$ cat src/rtl/uart_tx_fifo.sv
// Buffered 8N1 UART transmitter.
// Bytes arrive over a VALID/READY push port and wait in a small FIFO.
// A four-state serialiser drains the FIFO LSB first. It chains frames
// back to back: the stop bit of one frame is followed directly by the
// start bit of the next, with no idle cycle in between.
module uart_tx_fifo #(
  parameter int CLKS_PER_BIT = 868,
  parameter int FIFO_DEPTH   = 16
) (
  input  logic                              CLK,
  input  logic                              RSTN,
  input  logic [7:0]                        DATA,
  input  logic                              VALID,
  output logic                              READY,
  output logic                              UART_TX,
  output logic                              BUSY,
  output logic [$clog2(FIFO_DEPTH+1)-1:0]   COUNT
);

  localparam int CW = $clog2(FIFO_DEPTH + 1);
  localparam int PW = $clog2(FIFO_DEPTH);
  localparam int BW = $clog2(CLKS_PER_BIT);

  localparam logic [CW-1:0] FULL_COUNT = CW'(FIFO_DEPTH);
  localparam logic [BW-1:0] BAUD_LAST  = BW'(CLKS_PER_BIT - 1);

  typedef enum logic [1:0] {
    ST_IDLE,
    ST_START,
    ST_DATA,
    ST_STOP
  } state_t;

  // ---------------------------------------------------------------
  // FIFO state
  // ---------------------------------------------------------------
  logic [7:0]    mem_q [FIFO_DEPTH];
  logic [PW-1:0] wr_ptr_q, wr_ptr_d;
  logic [PW-1:0] rd_ptr_q, rd_ptr_d;
  logic [CW-1:0] count_q,  count_d;

  // ---------------------------------------------------------------
  // Serialiser state
  // ---------------------------------------------------------------
  state_t        state_q, state_d;
  logic [BW-1:0] baud_q,  baud_d;
  logic [2:0]    bit_q,   bit_d;
  logic [7:0]    shift_q, shift_d;
  logic          tx_q,    tx_d;

  logic push;
  logic pop;
  logic fifo_full;
  logic fifo_nonempty;
  logic baud_done;
  logic [7:0] head_byte;

  assign fifo_full     = (count_q == FULL_COUNT);
  assign fifo_nonempty = (count_q != '0);
  assign baud_done     = (baud_q == BAUD_LAST);
  assign head_byte     = mem_q[rd_ptr_q];

  // READY comes from the registered count only. A pop on the same edge
  // therefore cannot open a slot for a push until the following cycle.
  assign push = VALID && !fifo_full;

  assign READY   = !fifo_full;
  assign UART_TX = tx_q;
  assign BUSY    = (state_q != ST_IDLE) || fifo_nonempty;
  assign COUNT   = count_q;

  // Byte storage: contents need no reset because count_q gates every read
  always_ff @(posedge CLK) begin
    if (push) begin
      mem_q[wr_ptr_q] <= DATA;
    end
  end

  // FIFO pointer and occupancy update; pointers wrap at the power-of-2 depth
  always_comb begin
    wr_ptr_d = wr_ptr_q;
    rd_ptr_d = rd_ptr_q;
    count_d  = count_q;
    if (push) begin
      wr_ptr_d = wr_ptr_q + PW'(1);
    end
    if (pop) begin
      rd_ptr_d = rd_ptr_q + PW'(1);
    end
    case ({push, pop})
      2'b10:   count_d = count_q + CW'(1);
      2'b01:   count_d = count_q - CW'(1);
      default: count_d = count_q;
    endcase
  end

  // FIFO registers
  always_ff @(posedge CLK or negedge RSTN) begin
    if (!RSTN) begin
      wr_ptr_q <= '0;
      rd_ptr_q <= '0;
      count_q  <= '0;
    end else begin
      wr_ptr_q <= wr_ptr_d;
      rd_ptr_q <= rd_ptr_d;
      count_q  <= count_d;
    end
  end

  // Serialiser next state: each bit lasts CLKS_PER_BIT cycles, and the
  // baud counter reloads on every bit transition so frames never drift
  always_comb begin
    state_d = state_q;
    baud_d  = baud_q;
    bit_d   = bit_q;
    shift_d = shift_q;
    tx_d    = tx_q;
    pop     = 1'b0;

    case (state_q)
      ST_IDLE: begin
        tx_d   = 1'b1;
        baud_d = '0;
        bit_d  = '0;
        if (fifo_nonempty) begin
          pop     = 1'b1;
          shift_d = head_byte;
          state_d = ST_START;
          tx_d    = 1'b0;
        end
      end

      ST_START: begin
        if (baud_done) begin
          baud_d  = '0;
          bit_d   = '0;
          state_d = ST_DATA;
          tx_d    = shift_q[0];
        end else begin
          baud_d = baud_q + BW'(1);
        end
      end

      ST_DATA: begin
        if (baud_done) begin
          baud_d = '0;
          if (bit_q == 3'd7) begin
            state_d = ST_STOP;
            tx_d    = 1'b1;
          end else begin
            // The shift register always presents the current bit at [0]
            bit_d   = bit_q + 3'd1;
            shift_d = shift_q >> 1;
            tx_d    = shift_q[1];
          end
        end else begin
          baud_d = baud_q + BW'(1);
        end
      end

      ST_STOP: begin
        if (baud_done) begin
          baud_d = '0;
          if (fifo_nonempty) begin
            // Chain straight into the next start bit
            pop     = 1'b1;
            shift_d = head_byte;
            state_d = ST_START;
            tx_d    = 1'b0;
          end else begin
            state_d = ST_IDLE;
            tx_d    = 1'b1;
          end
        end else begin
          baud_d = baud_q + BW'(1);
        end
      end

      default: begin
        state_d = ST_IDLE;
        tx_d    = 1'b1;
        baud_d  = '0;
        bit_d   = '0;
      end
    endcase
  end

  // Serialiser registers; the line idles high while reset is held
  always_ff @(posedge CLK or negedge RSTN) begin
    if (!RSTN) begin
      state_q <= ST_IDLE;
      baud_q  <= '0;
      bit_q   <= '0;
      shift_q <= '0;
      tx_q    <= 1'b1;
    end else begin
      state_q <= state_d;
      baud_q  <= baud_d;
      bit_q   <= bit_d;
      shift_q <= shift_d;
      tx_q    <= tx_d;
    end
  end

endmodule

$ cat config.mk
export PLATFORM = sky130hd
export DESIGN_NAME = uart_tx_fifo
export DESIGN_NICKNAME = d
export VERILOG_FILES = /design/src/rtl/uart_tx_fifo.sv
export SDC_FILE = /design/constraint.sdc
export NUM_CORES = 1
export LEC_CHECK = 0
export CAP_MARGIN = 5
export CORE_MARGIN = 2
export CORE_UTILIZATION = 61
export CTS_BUF_LIST = sky130_fd_sc_hd__clkbuf_8 sky130_fd_sc_hd__clkbuf_16
export DETAILED_ROUTE_END_ITERATION = 8
export GPL_ROUTABILITY_DRIVEN = 0
export PLACE_DENSITY = 0.79
export SLEW_MARGIN = 25
export SYNTH_ARGS = -nofsm -noshare
export SYNTH_HDL_FRONTEND = slang
export SYNTH_SLANG_ARGS = --single-unit
$ cat constraint.sdc
create_clock -name CLK -period 3.9 [get_ports CLK]
set_input_delay 0.585 -clock CLK [delete_from_list [all_inputs] [get_ports CLK]]
set_output_delay 0.585 -clock CLK [all_outputs]
set_load 0.02 [all_outputs]
==> results.md <==
- Status: completed
- Clk buf depth: 2
- Hold Buf Count CTS: 0
- Placement Cell Area: between 0.007 and 0.008 mm2
- Die Ht: about 110 um
- CTS H-Tree Depth: 4
- Synth top area share: 54.5%
- Pwr dens: approximately 760 mW/mm2
- Core Region: roughly 0.011 mm2
- Fin nets: about 470
- Maximum VDD drop: 505 uV
- Clock Latency Late Sink: 0.43 ns
- Largest net degree at the start of global routing: 38
- R2R depth: 12
- Top-count cell post-synth: edfxtp_1
- Async S/R FF share, synth: between 20% and 30%
- Drt total wl: 12.7 mm
- Die ar.: 0.0124 mm2
- Leading area contributor after synthesis: edfxtp_1
- Post-Synthesis Cell Area: between 0.007 and 0.008 mm2
- Crit-path max FO: 8
- Unrepaired setup endpoints after global routing: no
- Synth area leaders: edfxtp_1, dfrtp_1, mux4_2
- Fin crit share: 81.4%
- Arr. time, crit path: 3.52 ns
- Final Hold Fails: 0
- Total CTS buffers: 17
- CP required: roughly 4.3 ns
- # IOs: 19
- Final setup TNS: 0 ns
- Vias per cell: slightly above 6
- Final min period: 3.17 ns
- Max Cap Viol: 0
- Skew final: about 0.011 ns
- Detailed Route Iter0 Violations: 320
- Residual DRC: 0
- Final cell count without fillers: about 590
- Initial Utilization: between 60 and 70%
- Post-Syn Nets: 443
- GRT Residual Overflow: 0
- Worst-Margin Slew: 0.876 ns
- Root buf cell: clkbuf_16
- Post-Synthesis Mean Instance Area: 17.0 um2
- Crit path capture type: flip-flop
- Inserted Diodes: 0
- Initial antenna violation count: 0
- Area Overhead vs Synth: 12.0%
- Post-synthesis sequential area ratio: between 60 and 70%
- Final count of negative-setup-slack endpoints: 0
- Count of different cell masters after synthesis: 60
- Leak: 2.81 nW
- Post-route setup slack: 0.725 ns
- R2R setup slack: 0.73 ns
- Rel. slew slack: 41.4%
- Crit path kind: flip-flop to flip-flop
- Util after Layout: a little over two thirds
- Vias in the first global route: 3739
- Wire per inst: 21.4 um
- First-pass GRT wire length: 20.2 mm
- Reg clk slew, reported paths: 0.06 ns
- GRT Util Overall: 22.1%
- Count of flip-flops with a built-in enable after synthesis: around 130
- Syn. warnings: 0
- HPWL Detailed: roughly 8.1 mm
- Worst min-delay path class: input port to async pin
- Reg-to-reg startpoint: baud_q[0]
- Number of gates resized after cts: 0
- Postcts setup bufs: 0
- TritonRoute pass-1 iters: 4
- Final Slew Violations: 0
- Die Span X: around 110 um
- Final non-filler cell area: 0.00790 mm2
- Pre-CTS setup slack: 0.778 ns
- Peak Freq: around 320 MHz
- Placed Instances: 563
- # rows: 39
- CTS tree: built
- Synthesized instance count: 415
- Count of input and output buffers: 18
- DR vias: 3651
- Share of post-route cells with drive strength above 1: between 10% and 20%
- Flops & latches, synth: 165
- RR Endpoint: COUNT[4]
- Startpoint Class: flip-flop
- Antenna Violating Nets Remaining: 0
- CTS Sinks: 165
- Synth top cells by count: edfxtp_1, dfrtp_1, nor2_1
- Main synth FF type: edfxtp_1
## worst max-delay path: stages (launching register included)
cell      delay (ns)
dfrtp_1         0.40
ha_1            0.23
nor3b_1         0.36
a41oi_1         0.19
nor3_2          0.35
ha_1            0.44
xor2_1          0.13
ha_1            0.23
o21a_1          0.17
o21ai_0         0.16
nand3b_1        0.10
a21oi_1         0.18
xor2_1          0.15
## kinds of logic after synthesis
family / after synthesis / share of synthesized area, %
AOI/OAI and AO/OA: 41 / 4.08
xor gates and xnor gates: 21 / 2.61
adders and majority gates: 17 / 3.01
buffers and inverters: 29 / 2.16
DFF: 165 / 67.6
muxes: 51 / 14.3
and+or+nand+nor: 91 / 6.28
## state kept, by name, summed over array words and instances, names as in the netlist
signal,cells
COUNT,5
UART_TX,1
baud_q,10
bit_q,3
mem_q,128
rd_ptr_q,4
shift_q,8
state_q,2
wr_ptr_q,4
## power breakdown
group / leakage (nW) / switching (mW) / internal [mW]
Sequential: 1.61 / 0.377 / 2.20
Clock: 0.279 / 0.646 / 0.932
Combinational: 0.927 / 0.902 / 0.934
## area by class of cell
cell class,instances,area (um2)
clock buffer,17,425
tap,143,179
inverter,11,41.3
timing repair buffer,23,213
multi-input combinational,221,2130
clock inverter,14,135
sequential,165,4770
fill,717,3470
## how the worst max path moves through the flow
| stage | depth (start not counted) | slack, ns | to | start |
|---|---|---|---|---|
| after floorplan | 15 | 0.90 | COUNT[4] | COUNT[2] |
| after global placement | 12 | 0.95 | COUNT[4] | baud_q[0] |
| after detailed placement | 12 | 0.78 | COUNT[4] | baud_q[0] |
| after CTS | 12 | 0.74 | COUNT[4] | baud_q[0] |
| after global routing | 12 | 0.45 | COUNT[4] | baud_q[0] |
| final | 12 | 0.73 | COUNT[4] | baud_q[0] |
## stage by stage
stage	total power, mW	hold slack [ns]
2_1_floorplan	4.00	0.289
3_3_place_gp	4.37	0.465
3_5_place_dp	4.45	0.489
4_1_cts	6.04	0.281
5_1_grt	6.31	0.324
6_report	6.00	0.259
## metal layers
| metal | track usage, % | routed length, um | vias to the layer above |
|---|---|---|---|
| li1 | - | - | 1656 |
| met1 | 29.0 | 5470 | 1910 |
| met2 | 36.7 | 6690 | 73 |
| met3 | 6.53 | 448 | 12 |
| met4 | 6.58 | 126 | 0 |
| met5 | 0 | 0 | - |
## layout by cell type (no fill, tap or decap), drive strengths merged, types with 10 or more instances in the layout
cell type / Yosys / layout
ha: 17 / 17
inv: 11 / 16
clkdlybuf4s50: 0 / 17
mux4: 37 / 37
edfxtp: 128 / 128
nor3: 12 / 12
a21oi: 12 / 12
clkbuf: 8 / 17
nor2: 33 / 33
dfrtp: 36 / 36
xor2: 11 / 11
xnor2: 10 / 10
nand2: 19 / 19
No activity file was read; power rests on OpenSTA's default activity.
